===== src/rtl/quad_decoder_v3_if.sv =====
// Bundles the encoder pins, control strobes and decoded results of quad_decoder_v3.
// The master modport drives the pins and controls; the slave modport is the decoder side.
interface quad_decoder_v3_if #(
  parameter int CNT_W = 32,
  parameter int VEL_W = 16
);
  logic             quad_a;
  logic             quad_b;
  logic             quad_i;
  logic [1:0]       mode;
  logic             idx_clr_en;
  logic             load;
  logic [CNT_W-1:0] load_val;
  logic             err_clr;
  logic [CNT_W-1:0] count;
  logic             dir;
  logic             err;
  logic             idx_seen;
  logic [CNT_W-1:0] idx_pos;
  logic [VEL_W-1:0] vel;
  logic             vel_valid;

  modport master (
    output quad_a, quad_b, quad_i, mode, idx_clr_en, load, load_val, err_clr,
    input  count, dir, err, idx_seen, idx_pos, vel, vel_valid
  );

  modport slave (
    input  quad_a, quad_b, quad_i, mode, idx_clr_en, load, load_val, err_clr,
    output count, dir, err, idx_seen, idx_pos, vel, vel_valid
  );
endinterface


===== src/rtl/quad_decoder_v3.sv =====
// Quadrature encoder decoder: synchronise, glitch-filter, x4/x2/x1 decode, index capture.
// Define QUAD_DECODER_V3_VEL_EN to build the windowed velocity measurement.
module quad_decoder_v3 #(
  parameter int CNT_W      = 32,
  parameter int FILT_LEN   = 4,
  parameter int VEL_W      = 16,
  parameter int VEL_PERIOD = 1000
) (
  input  logic              clk,
  input  logic              rst,
  quad_decoder_v3_if.slave  bus
);

  localparam logic [7:0]       FiltLast = 8'(FILT_LEN - 1);
  localparam logic [CNT_W-1:0] CntOne   = CNT_W'(1);

  // Channel order in the 3-bit vectors: [0]=A, [1]=B, [2]=index.
  logic [2:0]       sync1_q, sync2_q, filt_q, prev_q;
  logic [7:0]       fcnt_q [3];
  logic             primed_q;
  logic [CNT_W-1:0] count_q, count_d, idx_pos_q;
  logic             dir_q, err_q, idx_seen_q;

  logic a_chg, b_chg, err_evt, step, up, idx_rise;

  always_ff @(posedge clk or posedge rst) begin
    if (rst) begin
      sync1_q <= '0;
      sync2_q <= '0;
    end else begin
      sync1_q <= {bus.quad_i, bus.quad_b, bus.quad_a};
      sync2_q <= sync1_q;
    end
  end

  // A channel only follows its synchroniser after FILT_LEN unbroken cycles of disagreement.
  always_ff @(posedge clk or posedge rst) begin
    if (rst) begin
      filt_q <= '0;
      for (int c = 0; c < 3; c++) fcnt_q[c] <= '0;
    end else begin
      for (int c = 0; c < 3; c++) begin
        if (sync2_q[c] == filt_q[c]) begin
          fcnt_q[c] <= '0;
        end else if (fcnt_q[c] == FiltLast) begin
          filt_q[c] <= sync2_q[c];
          fcnt_q[c] <= '0;
        end else begin
          fcnt_q[c] <= fcnt_q[c] + 8'd1;
        end
      end
    end
  end

  always_comb begin
    a_chg    = filt_q[0] ^ prev_q[0];
    b_chg    = filt_q[1] ^ prev_q[1];
    err_evt  = primed_q & a_chg & b_chg;
    idx_rise = primed_q & filt_q[2] & ~prev_q[2];
    step     = 1'b0;
    up       = 1'b0;
    if (primed_q && !(a_chg && b_chg)) begin
      case (bus.mode)
        2'd1: begin
          if (a_chg) begin
            step = 1'b1;
            up   = filt_q[0] ^ filt_q[1];
          end
        end
        2'd2: begin
          if (a_chg && filt_q[0]) begin
            step = 1'b1;
            up   = ~filt_q[1];
          end
        end
        default: begin
          if (a_chg) begin
            step = 1'b1;
            up   = filt_q[0] ^ filt_q[1];
          end else if (b_chg) begin
            step = 1'b1;
            up   = ~(filt_q[0] ^ filt_q[1]);
          end
        end
      endcase
    end
  end

  always_comb begin
    count_d = count_q;
    if (bus.load) begin
      count_d = bus.load_val;
    end else if (idx_rise && bus.idx_clr_en) begin
      count_d = '0;
    end else if (step) begin
      count_d = up ? count_q + CntOne : count_q - CntOne;
    end
  end

  // prev_q tracks the filtered pins every cycle; primed_q masks the first cycle after reset.
  always_ff @(posedge clk or posedge rst) begin
    if (rst) begin
      prev_q     <= '0;
      primed_q   <= 1'b0;
      count_q    <= '0;
      idx_pos_q  <= '0;
      dir_q      <= 1'b0;
      err_q      <= 1'b0;
      idx_seen_q <= 1'b0;
    end else begin
      prev_q   <= filt_q;
      primed_q <= 1'b1;
      count_q  <= count_d;
      if (step) dir_q <= up;
      if (err_evt) begin
        err_q <= 1'b1;
      end else if (bus.err_clr) begin
        err_q <= 1'b0;
      end
      if (idx_rise) begin
        idx_seen_q <= 1'b1;
        idx_pos_q  <= count_q;
      end
    end
  end

  assign bus.count    = count_q;
  assign bus.dir      = dir_q;
  assign bus.err      = err_q;
  assign bus.idx_seen = idx_seen_q;
  assign bus.idx_pos  = idx_pos_q;

`ifdef QUAD_DECODER_V3_VEL_EN
  localparam int                      WinW    = (VEL_PERIOD > 1) ? $clog2(VEL_PERIOD) : 1;
  localparam logic [WinW-1:0]         WinLast = WinW'(VEL_PERIOD - 1);
  localparam logic signed [VEL_W-1:0] VelOne  = VEL_W'(1);
  localparam logic signed [VEL_W-1:0] VelMax  = {1'b0, {(VEL_W-1){1'b1}}};
  localparam logic signed [VEL_W-1:0] VelMin  = -VelMax;

  logic [WinW-1:0]         win_q;
  logic signed [VEL_W-1:0] acc_q, acc_d, vel_q;
  logic                    vel_valid_q;

  // Velocity only sees decoded steps; loads and index clears do not disturb it.
  always_comb begin
    acc_d = acc_q;
    if (step && up && acc_q != VelMax) begin
      acc_d = acc_q + VelOne;
    end else if (step && !up && acc_q != VelMin) begin
      acc_d = acc_q - VelOne;
    end
  end

  always_ff @(posedge clk or posedge rst) begin
    if (rst) begin
      win_q       <= '0;
      acc_q       <= '0;
      vel_q       <= '0;
      vel_valid_q <= 1'b0;
    end else if (win_q == WinLast) begin
      win_q       <= '0;
      acc_q       <= '0;
      vel_q       <= acc_d;
      vel_valid_q <= 1'b1;
    end else begin
      win_q       <= win_q + WinW'(1);
      acc_q       <= acc_d;
      vel_valid_q <= 1'b0;
    end
  end

  assign bus.vel       = vel_q;
  assign bus.vel_valid = vel_valid_q;
`else
  assign bus.vel       = '0;
  assign bus.vel_valid = 1'b0;
`endif

endmodule

===== src/flat_wrapper.sv =====
// flat-port wrapper written by rule: the top's interface ports become plain ports
module quad_decoder_v3_flat 
#(
  parameter int CNT_W      = 32,
  parameter int FILT_LEN   = 4,
  parameter int VEL_W      = 16,
  parameter int VEL_PERIOD = 1000
)
  (clk, rst, bus_quad_a, bus_quad_b, bus_quad_i, bus_mode, bus_idx_clr_en, bus_load, bus_load_val, bus_err_clr, bus_count, bus_dir, bus_err, bus_idx_seen, bus_idx_pos, bus_vel, bus_vel_valid);
  quad_decoder_v3_if #(.CNT_W(CNT_W), .VEL_W(VEL_W)) bus_i ();
  input  logic clk;
  input  logic rst;
  input wire logic [$bits(bus_i.quad_a)-1:0] bus_quad_a;
  input wire logic [$bits(bus_i.quad_b)-1:0] bus_quad_b;
  input wire logic [$bits(bus_i.quad_i)-1:0] bus_quad_i;
  input wire logic [$bits(bus_i.mode)-1:0] bus_mode;
  input wire logic [$bits(bus_i.idx_clr_en)-1:0] bus_idx_clr_en;
  input wire logic [$bits(bus_i.load)-1:0] bus_load;
  input wire logic [$bits(bus_i.load_val)-1:0] bus_load_val;
  input wire logic [$bits(bus_i.err_clr)-1:0] bus_err_clr;
  output wire logic [$bits(bus_i.count)-1:0] bus_count;
  output wire logic [$bits(bus_i.dir)-1:0] bus_dir;
  output wire logic [$bits(bus_i.err)-1:0] bus_err;
  output wire logic [$bits(bus_i.idx_seen)-1:0] bus_idx_seen;
  output wire logic [$bits(bus_i.idx_pos)-1:0] bus_idx_pos;
  output wire logic [$bits(bus_i.vel)-1:0] bus_vel;
  output wire logic [$bits(bus_i.vel_valid)-1:0] bus_vel_valid;
  assign bus_i.quad_a = bus_quad_a;
  assign bus_i.quad_b = bus_quad_b;
  assign bus_i.quad_i = bus_quad_i;
  assign bus_i.mode = bus_mode;
  assign bus_i.idx_clr_en = bus_idx_clr_en;
  assign bus_i.load = bus_load;
  assign bus_i.load_val = bus_load_val;
  assign bus_i.err_clr = bus_err_clr;
  assign bus_count = bus_i.count;
  assign bus_dir = bus_i.dir;
  assign bus_err = bus_i.err;
  assign bus_idx_seen = bus_i.idx_seen;
  assign bus_idx_pos = bus_i.idx_pos;
  assign bus_vel = bus_i.vel;
  assign bus_vel_valid = bus_i.vel_valid;
  quad_decoder_v3 #(.CNT_W(CNT_W), .FILT_LEN(FILT_LEN), .VEL_W(VEL_W), .VEL_PERIOD(VEL_PERIOD)) u_core (.clk(clk), .rst(rst), .bus(bus_i));
endmodule

===== config.mk =====
export PLATFORM = sky130hd
export DESIGN_NAME = quad_decoder_v3_flat
export DESIGN_NICKNAME = d
export VERILOG_FILES = /design/src/rtl/quad_decoder_v3_if.sv /design/src/rtl/quad_decoder_v3.sv /design/src/flat_wrapper.sv
export SDC_FILE = /design/constraint.sdc
export NUM_CORES = 1
export LEC_CHECK = 0
export CELL_PAD_IN_SITES_DETAIL_PLACEMENT = 1
export CELL_PAD_IN_SITES_GLOBAL_PLACEMENT = 1
export CORE_ASPECT_RATIO = 1.1
export CORE_MARGIN = 5
export CORE_UTILIZATION = 35
export CTS_BUF_LIST = sky130_fd_sc_hd__clkbuf_4 sky130_fd_sc_hd__clkbuf_8 sky130_fd_sc_hd__clkbuf_16
export DETAILED_ROUTE_END_ITERATION = 10
export PLACE_DENSITY_LB_ADDON = 0.05
export SLEW_MARGIN = 10
export SYNTH_ARGS = -nofsm -noshare
export SYNTH_HDL_FRONTEND = slang
export SYNTH_SLANG_ARGS = --single-unit
export TNS_END_PERCENT = 10

===== constraint.sdc =====
create_clock -name clk -period 4.1 [get_ports clk]
set_clock_uncertainty 0.1 [all_clocks]
set_input_delay 1.025 -clock clk [delete_from_list [all_inputs] [get_ports clk]]
set_output_delay 1.025 -clock clk [all_outputs]
set_load 0.01 [all_outputs]

### After elaboration in Yosys (flattened, before gate mapping)

Index checks and enable logic that the tools add are counted.

| cells by class | value |
|---|---|
| $add $sub $neg | 5 |
| multipliers | 0 |
| div/mod/pow operators | 0 |
| order comparisons | 0 |
| eq/ne operators | 8 |
| shift operators | 0 |
| mux-type cells | 24 |
| bitwise gates (word level) | 13 |
| reduce and logical (&&, ||, !) cells | 10 |

Operators with widths:

| cell | count |
|---|---|
| two-way mux 32 bit | 4 |
| two-way mux 8 bit | 6 |
| adder 32 x 1 -> 32 bit, second input constant | 1 |
| subtractor 32 x 1 -> 32 bit, second input constant | 1 |
| adder 8 x 1 -> 8 bit, second input constant | 3 |
| == test 8 x 2 -> 1 bit, second input constant | 3 |
| two-way mux 1 bit | 12 |
| inverter 1 bit | 6 |
| AND reduction 2 bit | 3 |
| AND 1 bit | 4 |
| logical AND 1 bit | 4 |
| case mux 1 bit (2 select lines) | 2 |
| == test 1 bit | 3 |
| nonzero test 3 bit | 1 |
| bitwise XOR 1 bit | 3 |
| == test 2 x 1 -> 1 bit, second input constant | 1 |
| == test 2 bit, second input constant | 1 |
| nonzero test 2 bit | 1 |
| logical NOT 1 bit | 1 |

| word-level totals | value |
|---|---|
| register bits after elaboration | 104 |
| bits in latches | 0 |
| RAM bits | 0 |
| memory bits (read-only) | 0 |
| output and inout bits | 84 |
| logic and storage cells | 75 |
| memories | 0 |

### Logic depth before layout (Yosys ltp)

Gate-level depths: netlist of the first run.

| logic depth | value |
|---|---|
| depth after elaboration | 10 |
| mapped depth | 16 |
| mapped depth without buffers | 15 |

### Worst setup path before layout of the first run

No wires, ideal clock.

| path | value |
|---|---|
| path type | in2reg |
| from | input bus_mode[0] |
| to | register u_core.count_q[28], in the netlist u_core.bus.count[28] |
| setup time | 0.086 ns |
| data arrival time | 4.603 ns |
| data required time | 3.914 ns |
| path slack | -0.688 ns |
| stages | 16 |
| buffers on the path | 1 |
| cell sequence | inv_1 ha_1 nand2_1 o22a_1 o221ai_1 nand2_1 ha_1 buf_6 a21oi_4 inv_2 a221o_1 a21o_1 o21bai_2 a21oi_2 mux2_4 o221ai_2 |

| on the way | value |
|---|---|
| longest elaborated chain between the ends | 7 |

RTL lines:

| what | RTL line | RTL |
|---|---|---|
| start, declared | flat_wrapper.sv:16 | `input wire logic [$bits(bus_i.mode)-1:0] bus_mode;` |
| == test 2 bit or == test 2 x 1 -> 1 bit (tied branches) | quad_decoder_v3.sv:63 | `case (bus.mode)` |
| case mux 1 bit (2 select lines) | quad_decoder_v3.sv:63 |  |
| two-way mux 1 bit | quad_decoder_v3.sv:62 | `if (primed_q && !(a_chg && b_chg)) begin` |
| two-way mux 32 bit | quad_decoder_v3.sv:96 | `count_d = up ? count_q + CntOne : count_q - CntOne;` |
| two-way mux 32 bit | quad_decoder_v3.sv:95 | `end else if (step) begin` |
| two-way mux 32 bit | quad_decoder_v3.sv:93 | `end else if (idx_rise && bus.idx_clr_en) begin` |
| two-way mux 32 bit | quad_decoder_v3.sv:91 | `if (bus.load) begin` |
| end signal, assigned | quad_decoder_v3.sv:113 | `count_q <= count_d;` |
| end, declared | quad_decoder_v3.sv:21 | `logic [CNT_W-1:0] count_q, count_d, idx_pos_q;` |

Parallel ways exist; a longest one is shown, timed or not. The select of a mux whose other input is x is not followed.
A chain may end at the register's enable or synchronous reset.

### Worst setup path after layout of the first run

| path | value |
|---|---|
| from | input bus_mode[1] |
| to | register u_core.count_q[19], in the netlist u_core.bus.count[19] |

The elaborated chain is that of the path after synthesis.

==> results of run 1 <==
## worst paths after layout
path	slack, ns	to	start	depth (start not counted)
max	-0.03	u_core.bus.count[19]	bus_mode[1]	17
min	0.26	u_core.sync2_q[0]	u_core.sync1_q[0]	0
max reg2reg	0.38	u_core.bus.count[19]	u_core.filt_q[0]	16
min reg2reg	0.26	u_core.sync2_q[0]	u_core.sync1_q[0]	0
max in group asynchronous	2.08	u_core.bus.idx_pos[17]	rst	3
min in group asynchronous	1.10	u_core.bus.count[1]	rst	2
## power by group
group          switching (mW)  internal, mW
clock network           0.432         0.419
logic                    3.27          3.46
registers               0.409          1.37
total                    4.11          5.25
## placed cells by master (no fill, tap or decap), drive strengths merged, types with 2 or more instances in the layout
cell,count
a221o,2
nor3b,2
nand2b,3
clkbuf,9
o211ai,2
nand4,8
clkdlybuf4s50,106
nor4b,3
a31oi,4
a211oi,5
and3,16
a22o,4
ha,43
xor2,28
clkinvlp,3
inv,14
nand3,30
a21oi,57
o221ai,2
a21o,11
nand2,163
mux2,6
and3b,2
dfrtp,104
nor2,55
o22a,2
mux2i,2
conb,18
buf,107
or2,2
a32oi,6
xnor2,21
and2,2
nor3,5
o21bai,6
o21ai,40
o31ai,4
## layer usage
metal | track usage [%] | routed length [um] | up-vias
met5 | 0 | 0 | -
met4 | 5.54 | 375 | 0
met3 | 2.69 | 455 | 25
met2 | 39.8 | 11600 | 85
met1 | 25.4 | 8980 | 2928
li1 | - | - | 2812
## per-stage QoR
stage / utilization [%] / hold slack (ns) / power [mW] / cell area [um^2]
after global routing: 52.3 / 0.268 / 10.1 / 9170
after CTS: 51.0 / 0.263 / 8.97 / 8950
final: 52.3 / 0.261 / 9.35 / 9170
after global placement: 47.4 / 0.237 / 7.24 / 8320
after floorplan: - / 0.231 / 4.90 / 6470
after detailed placement: 47.4 / 0.236 / 7.42 / 8320
## layout make-up
| cell class | instances | area [um^2] |
|---|---|---|
| Multi-Input combinational cell | 565 | 4020 |
| Fill cell | 1994 | 8380 |
| Inverter | 12 | 47.5 |
| Clock inverter | 6 | 53.8 |
| Sequential cell | 104 | 2600 |
| Tap cell | 238 | 298 |
| Clock buffer | 9 | 225 |
| Timing Repair Buffer | 215 | 1920 |
## repair_timing
item,4_1_cts,5_1_grt
endpoints found under the setup margin,21,17
gates cloned,4,0
pin swaps,16,21
buffers inserted,6,10
resized for setup,47,22
## kinds of logic after synthesis
logic type,count (synthesis),share of synthesized area (%)
buffers and inverters,54,4.50
AOI/OAI and AO/OA,152,15.7
other,2,0.121
xor gates and xnor gates,49,6.92
DFF,104,42.0
and+or+nand+nor,290,20.3
muxes,8,1.47
adders and majority gates,44,9.00
## sequential cells by signal, indices dropped and copies added, names as in the netlist
signal               cells
u_core.primed_q          1
u_core.prev_q            3
u_core.fcnt_q           24
u_core.sync1_q           3
u_core.filt_q            3
u_core.bus.idx_seen      1
u_core.sync2_q           3
u_core.bus.count        32
u_core.bus.dir           1
u_core.bus.idx_pos      32
u_core.bus.err           1
==> out/metrics.cfg, run 1 <==
[outcome]
status=finished with violations
violations=setup timing

[global_routing]
grt_pass1_wl_um=34200
grt_pass1_vias=6497
track_usage_pct=21.3
grt_max_degree=68
antenna_found_initial=0
grt_overflow=0

[clock_network]
clockBufferDepth=2
cts_buffers=9
htreeDepth=3
clock-root-buffer=clkbuf_16
cts_hold_buf=0
cts_tree=yes
clk_pin_slew_worst_paths_ns=0.08
worstSkewPairLatency_ns=0.36
cts_sinks=104

[routing]
wirelength_um=21400
drc=0
dr.pass1.iters=6
wl_per_cell_um=18.7
drt_iter0_drc=223
ant_nets=0
vias_per_cell=5.09
dr_total_vias=5850

[die]
die_area_um2=20500
core_region_area_um2=17500
die_w_um=137
ios=126
chipHeight_um=150
start_util_pct=35.3
rows=51

[layout]
fin_nets=993
drive_gt1_share_pct=23.1
antenna-diode-count=0
final_cells=1149
syn_to_final_growth_pct=47.9

[synthesis]
synth-seq-cells=104
netlist-cell-type-count=59
synthesis.area_um2=6200
synth_area_leaders=dfrtp_1 42%, nand2_1 9.6%, ha_1 8.7%, a21oi_1 4.4%, xor2_1 4.0%
synth_area_per_cell_um2=8.82
synth_ff_type=dfrtp_1
ys_seq_area_share_pct=42.0
synth_edf_count=0
yosysTopAreaCell=dfrtp_1
yosysMostFrequentCell=nand2_1
synthArstFlopShare_pct=100
yosys_warnings=0
synth_common_cells=159 x nand2_1, 104 x dfrtp_1, 55 x a21oi_1
syn_inst=703
synth_top_area_share_pct=42.0

[setup_path]
critPathLaunchType=input port
critPathMaxFanout=6
crit_buf_inv=3
crit_top_cell=ha_4
slowest_stage=mux2_4
end_kind=flop
cp_slowest_stage_delay_ns=0.33
crit_arrival_ns=4.31
crit_type=in -> reg
crit_family=compound AO/OA/AOI/OAI gates
cp.required_ns=4.28
worstPathCellList=dlygate4sd2_1 > ha_4 > nand2_2 > o22a_1 > o221ai_4 > buf_12 > nand2_8 > ha_4 > nand4_1 > a21oi_4 > nor2_2 > o21ai_2 > o41ai_4 > buf_4 > o311ai_4 > mux2_4 > o21ai_1

[placed_design]
portBuffers=108
hpwl_um=15100
dp_cells=1114
gp_congestion=0.886
place_ws_ns=-0.870

[timing]
finalSetupTns_ns=-0.0455
max_freq_mhz=242
finalSetupViolCount=2
grt_setup_unrepaired=true
finalHoldViolCount=0
min_period_ns=4.13
fin_crit_sh_pct=101
worst_pin_slew_ns=0.872
maxSlewHeadroom_pct=41.9
drv_slew=0
layout_setup_ws_ns=-0.0350

[hold_path]
hold_path_class=reg -> reg

[power]
power_density_nw_per_um2=1020
vdd_ir_drop_max_mv=0.400
leakage_nw=4.07

[job]
drv_cap=0

Note: power is estimated with default switching activity, not from simulation.
==> run 2, diff against run 1 <==
--- a/config.mk
+++ b/config.mk
@@ -14,4 +14,5 @@
 export DETAILED_ROUTE_END_ITERATION = 10
 export PLACE_DENSITY_LB_ADDON = 0.05
+export RECOVER_POWER = 50
 export SLEW_MARGIN = 10
 export SYNTH_ARGS = -nofsm -noshare
==> constraint.sdc (replaced) <==
create_clock -name clk -period 4.1 [get_ports clk]
set_clock_uncertainty 0.1 [all_clocks]
set_input_delay 1.23 -clock clk [delete_from_list [all_inputs] [get_ports clk]]
set_output_delay 1.23 -clock clk [all_outputs]
set_load 0.01 [all_outputs]
==> out/metrics.cfg, run 2 (same netlist as run 1, synthesis figures left out) <==
[outcome]
status=finished with violations
violations=capacitance limit, slew limit

[placed_design]
hpwl_um=15000
dp_cells=1116
dpl_cell_area_um2=8400
gp_congestion=0.829
portBuffers=108

[power]
p_int_mw=5.03
power_density_nw_per_um2=991
combPwrFrac_pct=70.3
p_clk_share_pct=9.8
vdd_ir_drop_max_mv=0.398
p_sw_share_pct=43.1
p_sw_mw=3.82
leakage_nw=4.02
seqPwrFrac_pct=19.9

[timing]
fin_crit_sh_pct=99.7
finalHoldViolCount=0
worst_pin_slew_ns=2.25
min_period_ns=4.09
hold_ws_ns=0.251
grt_setup_unrepaired=true
finalSetupViolCount=0
maxSlewHeadroom_pct=-49.9
drv_slew=80
max_freq_mhz=245

[global_routing]
globalRouteMet2Util_pct=36.7
gr-usage-met1_pct=26.0
track_usage_pct=20.8
grt_pass1_vias=6334
antenna_found_initial=0
grt_pass1_wl_um=33400
busiest_layer=met2
grt_use_met3_pct=2.82
grt_max_degree=61
grt_overflow=0

[routing]
vias_per_cell=5.03
wirelength_um=20300
dr.pass1.iters=4
drc=0
drt_iter0_drc=203
ant_nets=0
wl_per_cell_um=17.8
dr_total_vias=5736

[die]
core_region_area_um2=17500
chipHeight_um=150
die_area_um2=20500
ios=126
die_w_um=137
start_util_pct=35.3
rows=51

[setup_path]
crit_type=in -> reg
end_kind=flop
reg2reg_from=u_core.filt_q[0]
startpoint=bus_mode[0]
critPathLaunchType=input port
critPathMaxFanout=6
crit_arrival_ns=4.26
cp.required_ns=4.27

[clock_network]
clock-root-buffer=clkbuf_16
clockBufferDepth=2
cts_buffers=9
cts_sinks=104
worstSkewPairLatency_ns=0.36
htreeDepth=3
cts_tree=yes
clk_pin_slew_worst_paths_ns=0.08

[layout]
final_cells=1140
final_util_pct=50.9
drive_gt1_share_pct=20.6
final_area_um2=8930
nFillCells=2029
layout_common_cells=157 x nand2_1, 104 x dfrtp_1, 101 x clkdlybuf4s50_1, 95 x buf_4, 52 x nor2_1
fin_nets=983
syn_to_final_growth_pct=44.1
multi_input_area_um2=3840
regArea_um2=2600
antenna-diode-count=0
layout_commonest_cell=nand2_1

[hold_path]
hold_path.startpoint=u_core.sync1_q[2]
hold_path_class=reg -> reg

[job]
drv_cap=2

[run 2: critical path, stage by stage]
cell and delay [ns]:
buf_8 0.09, inv_8 0.03, ha_4 0.27, nand2_4 0.05, o22a_1 0.23, o221ai_4 0.17, buf_12 0.17, nand2_8 0.10
buf_6 0.17, ha_4 0.24, a21oi_2 0.17, o21ai_2 0.09, a221o_1 0.33, a21o_1 0.21, o21bai_2 0.19, a21oi_2 0.08
mux2_4 0.30, o221ai_2 0.15
[run 2: cell type report]
cell class	count	share of cell area (%)
multi-input combinational	563	42.9
sequential	104	29.1
timing repair buffer	207	20.8
tap	238	3.33
clock buffer	10	2.60
clock inverter	6	0.644
inverter	12	0.588
[run 2: layer usage]
layer	vias to the layer above	routed length [um]
met1	2828	8840
li1	2788	-
met4	0	502
met2	93	10400
met3	27	544
met5	-	0
[run 2: timing repair]
item                                    CTS  global route
pin swaps                                14            15
resized for setup                        33            15
hold endpoints to repair                  0             0
cloned                                    2             0
hold buffers                              0             0
endpoints found under the setup margin   24            21
setup buffers                             2             4
[run 2: final timing paths]
kind                                   endpoint  slack [ns]  depth (start not counted)
setup / recovery           u_core.bus.count[28]        0.01                         18
hold / removal                u_core.sync2_q[2]        0.25                          0
setup reg to reg           u_core.bus.count[28]        0.50                         16
hold reg to reg               u_core.sync2_q[2]        0.25                          0
max in group asynchronous   u_core.bus.count[6]        0.39                          3
min in group asynchronous      u_core.fcnt_q[7]        1.83                          2
[run 2: power groups by stage]
stage               Sequential [mW]  Clock, mW  Combinational, mW
floorplan                      1.81          0               3.15
global placement               1.75          0               5.66
detailed placement             1.77          0               5.78
CTS                            1.76      0.909               6.09
global route                   1.82      0.945               6.86
finish                         1.76      0.869               6.22
[run 2: per-stage QoR]
stage                     power (mW)  TNS (ns)  worst slack [ns]
final                           8.85         0            0.0122
after detailed placement        7.55    -23.40             -1.18
after global routing            9.62     -8.90            -0.171
after global placement          7.41    -18.95            -0.955
after floorplan                 4.96    -0.668            -0.115
after CTS                       8.76   -0.0933           -0.0265
==> RTL change: new RTL, flow settings as in run 2 <==
`CNT_W` is set to 32 in 3 places; all go to 64.
--- a/src/rtl/quad_decoder_v3_if.sv
+++ b/src/rtl/quad_decoder_v3_if.sv
@@ -1,7 +1,7 @@
 // Bundles the encoder pins, control strobes and decoded results of quad_decoder_v3.
 // The master modport drives the pins and controls; the slave modport is the decoder side.
 interface quad_decoder_v3_if #(
-  parameter int CNT_W = 32,
+  parameter int CNT_W = 64,
   parameter int VEL_W = 16
 );
   logic             quad_a;
--- a/src/rtl/quad_decoder_v3.sv
+++ b/src/rtl/quad_decoder_v3.sv
@@ -1,7 +1,7 @@
 // Quadrature encoder decoder: synchronise, glitch-filter, x4/x2/x1 decode, index capture.
 // Define QUAD_DECODER_V3_VEL_EN to build the windowed velocity measurement.
 module quad_decoder_v3 #(
-  parameter int CNT_W      = 32,
+  parameter int CNT_W      = 64,
   parameter int FILT_LEN   = 4,
   parameter int VEL_W      = 16,
   parameter int VEL_PERIOD = 1000
--- a/src/flat_wrapper.sv
+++ b/src/flat_wrapper.sv
@@ -1,7 +1,7 @@
 // flat-port wrapper written by rule: the top's interface ports become plain ports
 module quad_decoder_v3_flat 
 #(
-  parameter int CNT_W      = 32,
+  parameter int CNT_W      = 64,
   parameter int FILT_LEN   = 4,
   parameter int VEL_W      = 16,
   parameter int VEL_PERIOD = 1000
Interface: changed (resized bus_count, bus_idx_pos and bus_load_val); port bits go from 126 to 222. No check against the original RTL was run, so the function may have changed too.
==> RTL change against run 2 <==
The run ends with capacitance limit, slew limit, setup timing left; area after synthesis is 77% higher; non-clock buffer count grew 306; count of clock-buffer cells in the layout grew 7; routed wire length increased by 120%; sequential cell count increased by 64; design area rose by 96%; power increased by 130%; largest power group unchanged; hold slack got worse by 0.87 ps; utilization rose by 5.2 points; worst setup slack worse by 590 ps; via count rose by 100%; global-route usage grew 4.0 points.
==> RTL change: results (changes against run 2) <==
| Metric | Value |
|---|---|
| Failing checks | `capacitance limit, slew limit, setup timing` |
| Fin Hold WS | `250.0 ps (-0.8690 ps)` |
| Area after DPL | `0.01545 mm² (+84%)` |
| GR Util met1 | `30.85% (+4.8 points)` |
| Top cells by area, synth | `dfrtp_1 (38%), nand2_1 (11%), ha_1 (9.3%)` |
| Htree depth | `4 (+1)` |
| M3 GR Usage | `3.659% (+0.83 points)` |
| Post-CTS sizing | `140 (+320%)` |
| Routability cong. | `0.8900 (+7.3%)` |
| GRT Overall Usage | `24.86% (+4.0 points)` |
| Post-CTS Setup Inserts | `25 (+23)` |
| Crit path from | `bus_mode[1]` |
| Syn Inst Count | `1336 (+90%)` |
| Routing usage on met2 | `44.79% (+8.1 points)` |
| Routed vias | `11620 (+100%)` |
| Mux cell area share after synthesis | `0.5029% (-0.97 points)` |
| Max cap viols | `2 (unchanged)` |
| PortBufs | `204 (+89%)` |
| Top cells by count, synth | `nand2_1 (309), dfrtp_1 (168), a21oi_1 (123)` |
| Xor/xnor share of the synthesized area | `6.480% (-0.44 points)` |
| Layout cells sized above 1 | `28.45% (+7.8 points)` |
| WL met2 | `23140 µm (+120%)` |
| Adder-cell area share of the yosys netlist | `9.440% (+0.44 points)` |
| Status | `finished with violations` |
| Largest stage delay on the critical path | `380 ps (+50 ps)` |
| Final nets | `1957 (+99%)` |
| DP Cell Count | `2157 (+93%)` |
| Worst Path Arrival | `4910 ps (+650 ps)` |
| Slew Limit Fails | `62 (-23%)` |
| PnR worst setup slack | `-579.6 ps (-591.8 ps)` |
| Vias in the first global route | `12670 (+100%)` |
| Final setup viols | `49 (+49)` |
| Peak VDD IR | `392.1 µV (-1.4%)` |
[RTL change: cell count changes in the layout (fill, tap and decap cells not counted), moves of 30 or more]
cell             change
clkdlybuf4s50_1     +95
buf_4              +182
nor2_1              +60
nand2_1            +150
o21ai_1             +30
dfrtp_1             +64
a21oi_1             +44
[RTL change: through the flow]
| step | util, % | setup TNS (ps) | total power [µW] | setup WS [ps] |
|---|---|---|---|---|
| floorplan | - | -24390 | 9366 | -769.9 |
| global placement | 49.63 | -68590 | 15740 | -1729 |
| detailed placement | 49.63 | -70890 | 15980 | -1791 |
| CTS | 54.71 | -18590 | 19230 | -589.4 |
| global route | 56.14 | -25810 | 21850 | -696.8 |
| finish | 56.14 | -19130 | 20460 | -579.6 |
[RTL change: worst paths after layout]
path,end,cells past startpoint
max in group asynchronous,u_core.bus.idx_pos[52]$_DFFE_PP0P_,3
worst max-delay path,u_core.bus.count[35]$_DFFE_PP0P_,21
worst min register to register,u_core.sync2_q[2]$_DFF_PP0_,0
worst min-delay path,u_core.sync2_q[2]$_DFF_PP0_,0
min in group asynchronous,u_core.bus.err$_DFFE_PP0P_,2
worst max register to register,u_core.bus.count[35]$_DFFE_PP0P_,19
[RTL change: final cells by class]
type / count / area (µm²)
tap: 420 / 525.5
fill: 3626 / 13660
clock buffer: 17 / 425.4
multi-input combinational: 1075 / 7445
clock inverter: 15 / 201.4
inverter: 26 / 106.4
timing repair buffer: 513 / 4573
sequential: 168 / 4204
[RTL change: power by group]
part	leakage [µW]	switching [µW]	internal [µW]	total, µW
Clock	0.000302	894	839	1730
Sequential	0.00209	752	2290	3040
Combinational	0.00547	7680	8000	15700
Total	0.00787	9330	11100	20500
